### config.mk
export PLATFORM = sky130hd
export DESIGN_NAME = fifo_sync_flags
export DESIGN_NICKNAME = d
export VERILOG_FILES = /design/src/rtl/fifo_sync_flags.sv
export SDC_FILE = /design/constraint.sdc
export NUM_CORES = 1
export LEC_CHECK = 0
export ABC_AREA = 1
export CORE_ASPECT_RATIO = 2
export CORE_MARGIN = 2
export CORE_UTILIZATION = 52
export DETAILED_ROUTE_END_ITERATION = 16
export PLACE_DENSITY = 0.75
export RECOVER_POWER = 25
export SLEW_MARGIN = 20
export SYNTH_ARGS = -nofsm -noshare
export SYNTH_HDL_FRONTEND = slang
export SYNTH_SLANG_ARGS = --single-unit
### constraint.sdc
create_clock -name clk -period 2.15 [get_ports clk]
set_input_delay 0.43 -clock clk [delete_from_list [all_inputs] [get_ports clk]]
set_output_delay 0.43 -clock clk [all_outputs]
set_load 0.05 [all_outputs]
### src/rtl/fifo_sync_flags.sv
// rtl/fifo_sync_flags.sv - single-clock FIFO with count, programmable level flags, sticky errors, FWFT option
// Pointers carry an extra wrap bit so all DEPTH entries are usable.
module fifo_sync_flags #(
   parameter int DATA_WIDTH = 8,
   parameter int DEPTH      = 8,
   parameter int AF_LEVEL   = DEPTH - 2,
   parameter int AE_LEVEL   = 2,
   parameter int FWFT       = 0
) (
   input  logic                       clk,
   input  logic                       rst,
   input  logic                       w_en,
   input  logic [DATA_WIDTH-1:0]      data_in,
   input  logic                       r_en,
   input  logic                       err_clr,
   output logic [DATA_WIDTH-1:0]      data_out,
   output logic                       full,
   output logic                       empty,
   output logic                       almost_full,
   output logic                       almost_empty,
   output logic [$clog2(DEPTH):0]     count,
   output logic                       overflow,
   output logic                       underflow
);

   localparam int ADDR_W = $clog2(DEPTH);
   localparam int PTR_W  = ADDR_W + 1;
   localparam logic [PTR_W-1:0] PTR_ONE = PTR_W'(1);
   localparam logic [PTR_W-1:0] AF_CNT  = PTR_W'(AF_LEVEL);
   localparam logic [PTR_W-1:0] AE_CNT  = PTR_W'(AE_LEVEL);

   logic [DATA_WIDTH-1:0] mem_q [DEPTH];

   logic [PTR_W-1:0]      w_ptr_q, w_ptr_d;
   logic [PTR_W-1:0]      r_ptr_q, r_ptr_d;
   logic [PTR_W-1:0]      count_q, count_d;
   logic [DATA_WIDTH-1:0] data_out_q, data_out_d;
   logic                  overflow_q, overflow_d;
   logic                  underflow_q, underflow_d;

   logic                  wr_ok;
   logic                  rd_ok;
   logic [ADDR_W-1:0]     w_addr;
   logic [ADDR_W-1:0]     r_addr;

   assign w_addr = w_ptr_q[ADDR_W-1:0];
   assign r_addr = r_ptr_q[ADDR_W-1:0];

   // Full/empty come only from registered pointers; a same-cycle read never frees a slot.
   assign full  = (w_addr == r_addr) && (w_ptr_q[ADDR_W] != r_ptr_q[ADDR_W]);
   assign empty = (w_ptr_q == r_ptr_q);

   assign wr_ok = w_en & ~full;
   assign rd_ok = r_en & ~empty;

   assign count        = count_q;
   assign almost_full  = (count_q >= AF_CNT);
   assign almost_empty = (count_q <= AE_CNT);
   assign overflow     = overflow_q;
   assign underflow    = underflow_q;

   // FWFT shows the head word directly and forces zero while nothing is stored.
   assign data_out = (FWFT != 0) ? (empty ? '0 : mem_q[r_addr]) : data_out_q;

   always_comb begin
      w_ptr_d     = w_ptr_q;
      r_ptr_d     = r_ptr_q;
      count_d     = count_q;
      data_out_d  = data_out_q;
      overflow_d  = overflow_q;
      underflow_d = underflow_q;

      if (wr_ok) begin
         w_ptr_d = w_ptr_q + PTR_ONE;
      end
      if (rd_ok) begin
         r_ptr_d = r_ptr_q + PTR_ONE;
         if (FWFT == 0) begin
            data_out_d = mem_q[r_addr];
         end
      end

      case ({wr_ok, rd_ok})
         2'b10:   count_d = count_q + PTR_ONE;
         2'b01:   count_d = count_q - PTR_ONE;
         default: count_d = count_q;
      endcase

      // A new error in the same cycle as err_clr keeps the flag set.
      if (err_clr) begin
         overflow_d  = 1'b0;
         underflow_d = 1'b0;
      end
      if (w_en & full) begin
         overflow_d = 1'b1;
      end
      if (r_en & empty) begin
         underflow_d = 1'b1;
      end
   end

   always_ff @(posedge clk or posedge rst) begin
      if (rst) begin
         w_ptr_q     <= '0;
         r_ptr_q     <= '0;
         count_q     <= '0;
         data_out_q  <= '0;
         overflow_q  <= 1'b0;
         underflow_q <= 1'b0;
      end else begin
         w_ptr_q     <= w_ptr_d;
         r_ptr_q     <= r_ptr_d;
         count_q     <= count_d;
         data_out_q  <= data_out_d;
         overflow_q  <= overflow_d;
         underflow_q <= underflow_d;
      end
   end

   always_ff @(posedge clk) begin
      if (wr_ok) begin
         mem_q[w_addr] <= data_in;
      end
   end

endmodule

Word-level counts from Yosys, hierarchy flattened
Memories as Yosys holds them, arrays and structs flattened. A register that Yosys moved wholly into a read port is not among the register bits.
Cells that the tools add are included.
{"block": "totals", "n_memories": 1, "ramBits": 64, "input_bits": 13, "output_inout_bits": 18, "reg_bits": 14, "elab_cells": 33}
{"name": "mem_q", "depth": 8, "word_bits": 8, "rd": 1, "rd_ports_with_merged_regs": 1, "write_ports": 1, "line_no": "32", "rtl": "logic [DATA_WIDTH-1:0] mem_q [DEPTH];"}
{"block": "classes", "bitwise_logic": 6, "add_sub_neg": 4, "n_reduce_logical": 4, "magnitude_cmp": 2, "eq_ne": 5, "muxes": 6}
{"cell": "4-bit by 1-bit adder with 4-bit output, second input constant", "n": 3}
{"cell": "4-bit one-hot mux with 2 select lines", "n": 1}
{"cell": "2-bit nonzero test", "n": 3}
{"cell": "1-bit 2-to-1 mux", "n": 5}
{"cell": "1-bit bitwise AND", "n": 4}
{"cell": "4-bit == test", "n": 1}
{"cell": "4-bit by 3-bit greater-or-equal comparator with 1-bit output, second input constant", "n": 1}
{"cell": "4-bit by 2-bit less-or-equal comparator with 1-bit output, second input constant", "n": 1}
{"cell": "4-bit by 1-bit subtractor with 4-bit output, second input constant", "n": 1}
{"cell": "3-bit == test", "n": 1}
{"cell": "2-bit by 1-bit == test with 1-bit output, second input constant", "n": 1}
{"cell": "2-bit == test, second input constant", "n": 1}
{"cell": "1-bit inverter", "n": 2}
{"cell": "1-bit logical AND", "n": 1}
{"cell": "1-bit inequality test", "n": 1}

Longest topological paths before layout
Gate-level depths: netlist of run 1.
{"block": "depth", "depth_word": 6, "depth_mapped": 14, "depth_no_buf": 13}

Worst setup path after synthesis of run 1
OpenSTA, ideal clock, no wires.
{"block": "synth_path", "kind": "reg-to-reg", "from": "register r_ptr_q[0]", "to": "register count_q[3], in the netlist count[3]", "path_buffers": 1, "setup_time_ps": 118, "setup_slack_ps": -289, "period_less_slack_ps": 2439, "path_stages_with_launch": 13, "required_time_ps": 2032, "t_arrival_ps": 2321, "cell_sequence": "dfrtp_1 -> buf_6 -> xnor2_2 -> nand2_1 -> nor2_2 -> nor2_4 -> ha_1 -> ha_1 -> a21oi_1 -> nand2_1 -> xnor2_1 -> nand2_1 -> nand2_1"}
{"block": "synth_via", "elab_cells_between_ends": 11, "classes_between": "eq/ne: 4; mux: 1; bitwise: 4; reduce/logical: 2"}
{"element": "from (decl)", "line_no": "35", "rtl": "logic [PTR_W-1:0] r_ptr_q, r_ptr_d;"}
{"element": "from (signal assigned)", "line_no": "112", "rtl": "r_ptr_q <= r_ptr_d;"}
{"element": "4-bit == test (*)", "line_no": "51", "rtl": "assign empty = (w_ptr_q == r_ptr_q);"}
{"element": "via empty", "line_no": "18", "rtl": "output logic empty,"}
{"element": "1-bit inverter (*)", "line_no": "54", "rtl": "assign rd_ok = r_en & ~empty;"}
{"element": "1-bit bitwise AND (*)", "line_no": "54"}
{"element": "via rd_ok", "line_no": "42", "rtl": "logic rd_ok;"}
{"element": "2-bit by 1-bit == test with 1-bit output or 2-bit == test (tied branches)", "line_no": "83", "rtl": "case ({wr_ok, rd_ok})"}
{"element": "4-bit one-hot mux with 2 select lines or 2-bit nonzero test (tied branches)"}
{"element": "to (signal assigned)", "line_no": "113", "rtl": "count_q <= count_d;"}
{"element": "to (decl)", "line_no": "36", "rtl": "logic [PTR_W-1:0] count_q, count_d;"}
The timed path passes the listed nets; every way through them passes the cells marked *.
A chain may end at the register's enable or synchronous reset.

Worst setup path in the final report of run 1
{"block": "layout_path", "from": "register count_q[3], in the netlist count[3]", "to": "output port count[3]"}
{"element": "to (decl)", "line_no": "21", "rtl": "output logic [$clog2(DEPTH):0] count,"}
No word-level cell between the ends.

==> metrics.txt, run 1 <==
fmax 487 MHz; final hold violations 0; Worst VDD drop 0.000825 V; Post-DP HPWL ~5400 um; CP required around 1.7 ns; first-pass GRT wire length 13,200 um; H-tree levels 3; vias in the first global route roughly 2,800; area grow syn2layout 20.6%; Mapped Area 0.00416 mm2; residual DRC count 0; mean cell area of the mapped netlist ~9.4 um2; Inserted Diodes 0; Area contributors post-synth edfxtp_1 (46%), nand2_1 (14%), dfrtp_1 (13%); post-synthesis sequential area ratio 0.595; Yosys warning count 0; Worst path max stage delay 0.84 ns; status complete, no violations; Syn Nets 462; most frequent cells in the layout nand2_1 (155), inv_1 (78), edfxtp_1 (64); CTS sink count 86; area of the multi-input gates 0.00127 mm2; vias 2,873; RSZ-0062 raised after global routing false; Max-slew headroom 0.177; Sum Neg Setup Slack 0 ns; Arr. time, crit path roughly 1.6 ns; register area 0.00247 mm2; Synth Area in XOR/XNOR 0.0208; post-synthesis adder-cell area fraction 0.0199; complex-gate fraction of the synthesized area 0.00782; Post-CTS Setup Bufs 0; Simple-Gate Fraction of Synth Area 0.251; share of layout cells above drive strength 1 0.153; largest family of logic cells by synthesized area simple AND/OR/NAND/NOR gates; Cell Chain, Critical Path clkdlybuf4s50_1; area leader, netlist edfxtp_1; Clock Tree Buf Depth 2; crit end category output pin; drt first pass iters 5; fillers 645; actual slew at the worst max-slew pin 1.23 ns; most common cell after layout, fill and taps aside nand2_1; initial antenna violation count 0; Die Ht 130 um; chip width 67.2 um; post-synthesis mux area share 0; critical setup path kind register to output pin; wire length per cell 13.5 um; hold_buf cts 0; CTS Buf Count 9; Synth Instances 443; post-route ant nets 0; synthesized flop and latch total 86; Yosys cell types 23; Starting Density 0.531; Finish-stage setup viols 0; Overall Global Routing Usage 0.210; Total Nets Final 512; Final min period about 2.1 ns; Ports 31; worst min path class register to register; grt total ovfl 0; crit path max fanout 5; Reg clk slew, reported paths 0.06 ns; P_leak 2.40 nW; Die ar. 0.00877 mm2; PostCTS Resize Cnt 0; Power Density 1510 mW/mm2; DRT iter0 DRCs 195; Final period util 0.955; pin count of the biggest net entering global routing 37; CTS tree built; post-layout util 0.641; Port Buffer Count 30; Post-Route WL 8020 um; vias per inst 4.84; Slew Viols, Final 0; startpoint class of the critical path register; Synth top area share 0.462; CP max-delay cell clkdlybuf4s50_1; total core area 0.00783 mm2; Worst-Skew Late Latency 0.34 ns; RePlAce Congestion 0.783; Worst Skew 0.0113 ns; worst path bufs/invs 1; max cap viols 0; critical path's top delay family buffers and inverters; CTS root buffer clkbuf_16; Rows 46
-- layer usage --
metal  track usage  vias up  share of wire
met2         0.354       68           0.53
met5             0        -              0
li1              -     1468              -
met4         0.115        0         0.0085
met3        0.0377        4          0.053
met1         0.249     1333           0.41
-- report_power, final --
group / switching, W / total [W] / leakage [nW] / internal (W)
clock: 0.000601 / 0.00173 / 0.161 / 0.00113
combinational: 0.00223 / 0.00345 / 1.38 / 0.00122
sequential: 0.000231 / 0.00240 / 0.855 / 0.00217
-- layout make-up --
cell class / instances / area share
clock buffers: 9 / 0.0449
clock inverters: 6 / 0.0222
inverters: 85 / 0.0636
multi-input cells: 257 / 0.254
flip-flops and latches: 86 / 0.493
well taps: 96 / 0.0240
repair buffers: 54 / 0.0981
-- state kept, by name (all words and copies together), names as in the netlist --
register and cells:
overflow 1, r_ptr_q 4, w_ptr_q 4, count 4, mem_q 64, underflow 1, data_out 8
-- cells in the mapped netlist, drive strengths merged --
cell type,number
ha,5
o22ai,2
buf,15
dfrtp,22
xor2,5
nand4,1
fa,1
nand3,45
inv,85
nand2,175
o21ai,3
xnor2,4
edfxtp,64
nor2,15
a21oi,1
-- stage by stage --
stage	power (W)	instances	setup slack (ns)	area, um2	hold WS [ns]
2_1_floorplan	0.00496	443	0.00268	4190	0.419
3_3_place_gp	0.00581	578	0.0907	4680	0.461
3_5_place_dp	0.00590	578	0.0752	4680	0.466
4_1_cts	0.00764	593	0.0907	5020	0.434
5_1_grt	0.00811	593	0.0510	5010	0.490
6_report	0.00758	593	0.0963	5010	0.476
-- cells by family (layout without fill, tap and decap cells) --
| kind of cell | Yosys count | after routing |
|---|---|---|
| flip-flops | 86 | 86 |
| adder cells (fa/ha/maj) | 6 | 6 |
| AO/OA/AOI/OAI | 6 | 6 |
| buffers and inverters | 100 | 154 |
| AND/OR/NAND/NOR | 236 | 236 |
| XOR/XNOR | 9 | 9 |
-- path summary, 6_finish.rpt --
kind,from,end,slack (ns),cells after the start
setup / recovery,count[3]$_DFFE_PP0P_,count[3],0.1,1
hold / removal,data_out[1]$_DFFE_PP0P_,data_out[1]$_DFFE_PP0P_,0.48,2
setup reg to reg,w_ptr_q[1]$_DFFE_PP0P_,count[3]$_DFFE_PP0P_,0.19,13
hold reg to reg,data_out[1]$_DFFE_PP0P_,data_out[1]$_DFFE_PP0P_,0.48,2
max in group asynchronous,rst,data_out[3]$_DFFE_PP0P_,0.48,3
min in group asynchronous,rst,count[3]$_DFFE_PP0P_,0.93,3
-- tightest hold or removal path: cells and delay by family (launching register included) --
kind,cells,cell delay (ns)
and+or+nand+nor,2,0.10
DFF,1,0.34
Note: power is estimated with default switching activity, not from simulation.
==> run 2, diff against run 1 <==
TNS_END_PERCENT = 30   (was not set)
==> results of run 2 <==
The final DEF is identical to that of run 1; final timing and power are the same.
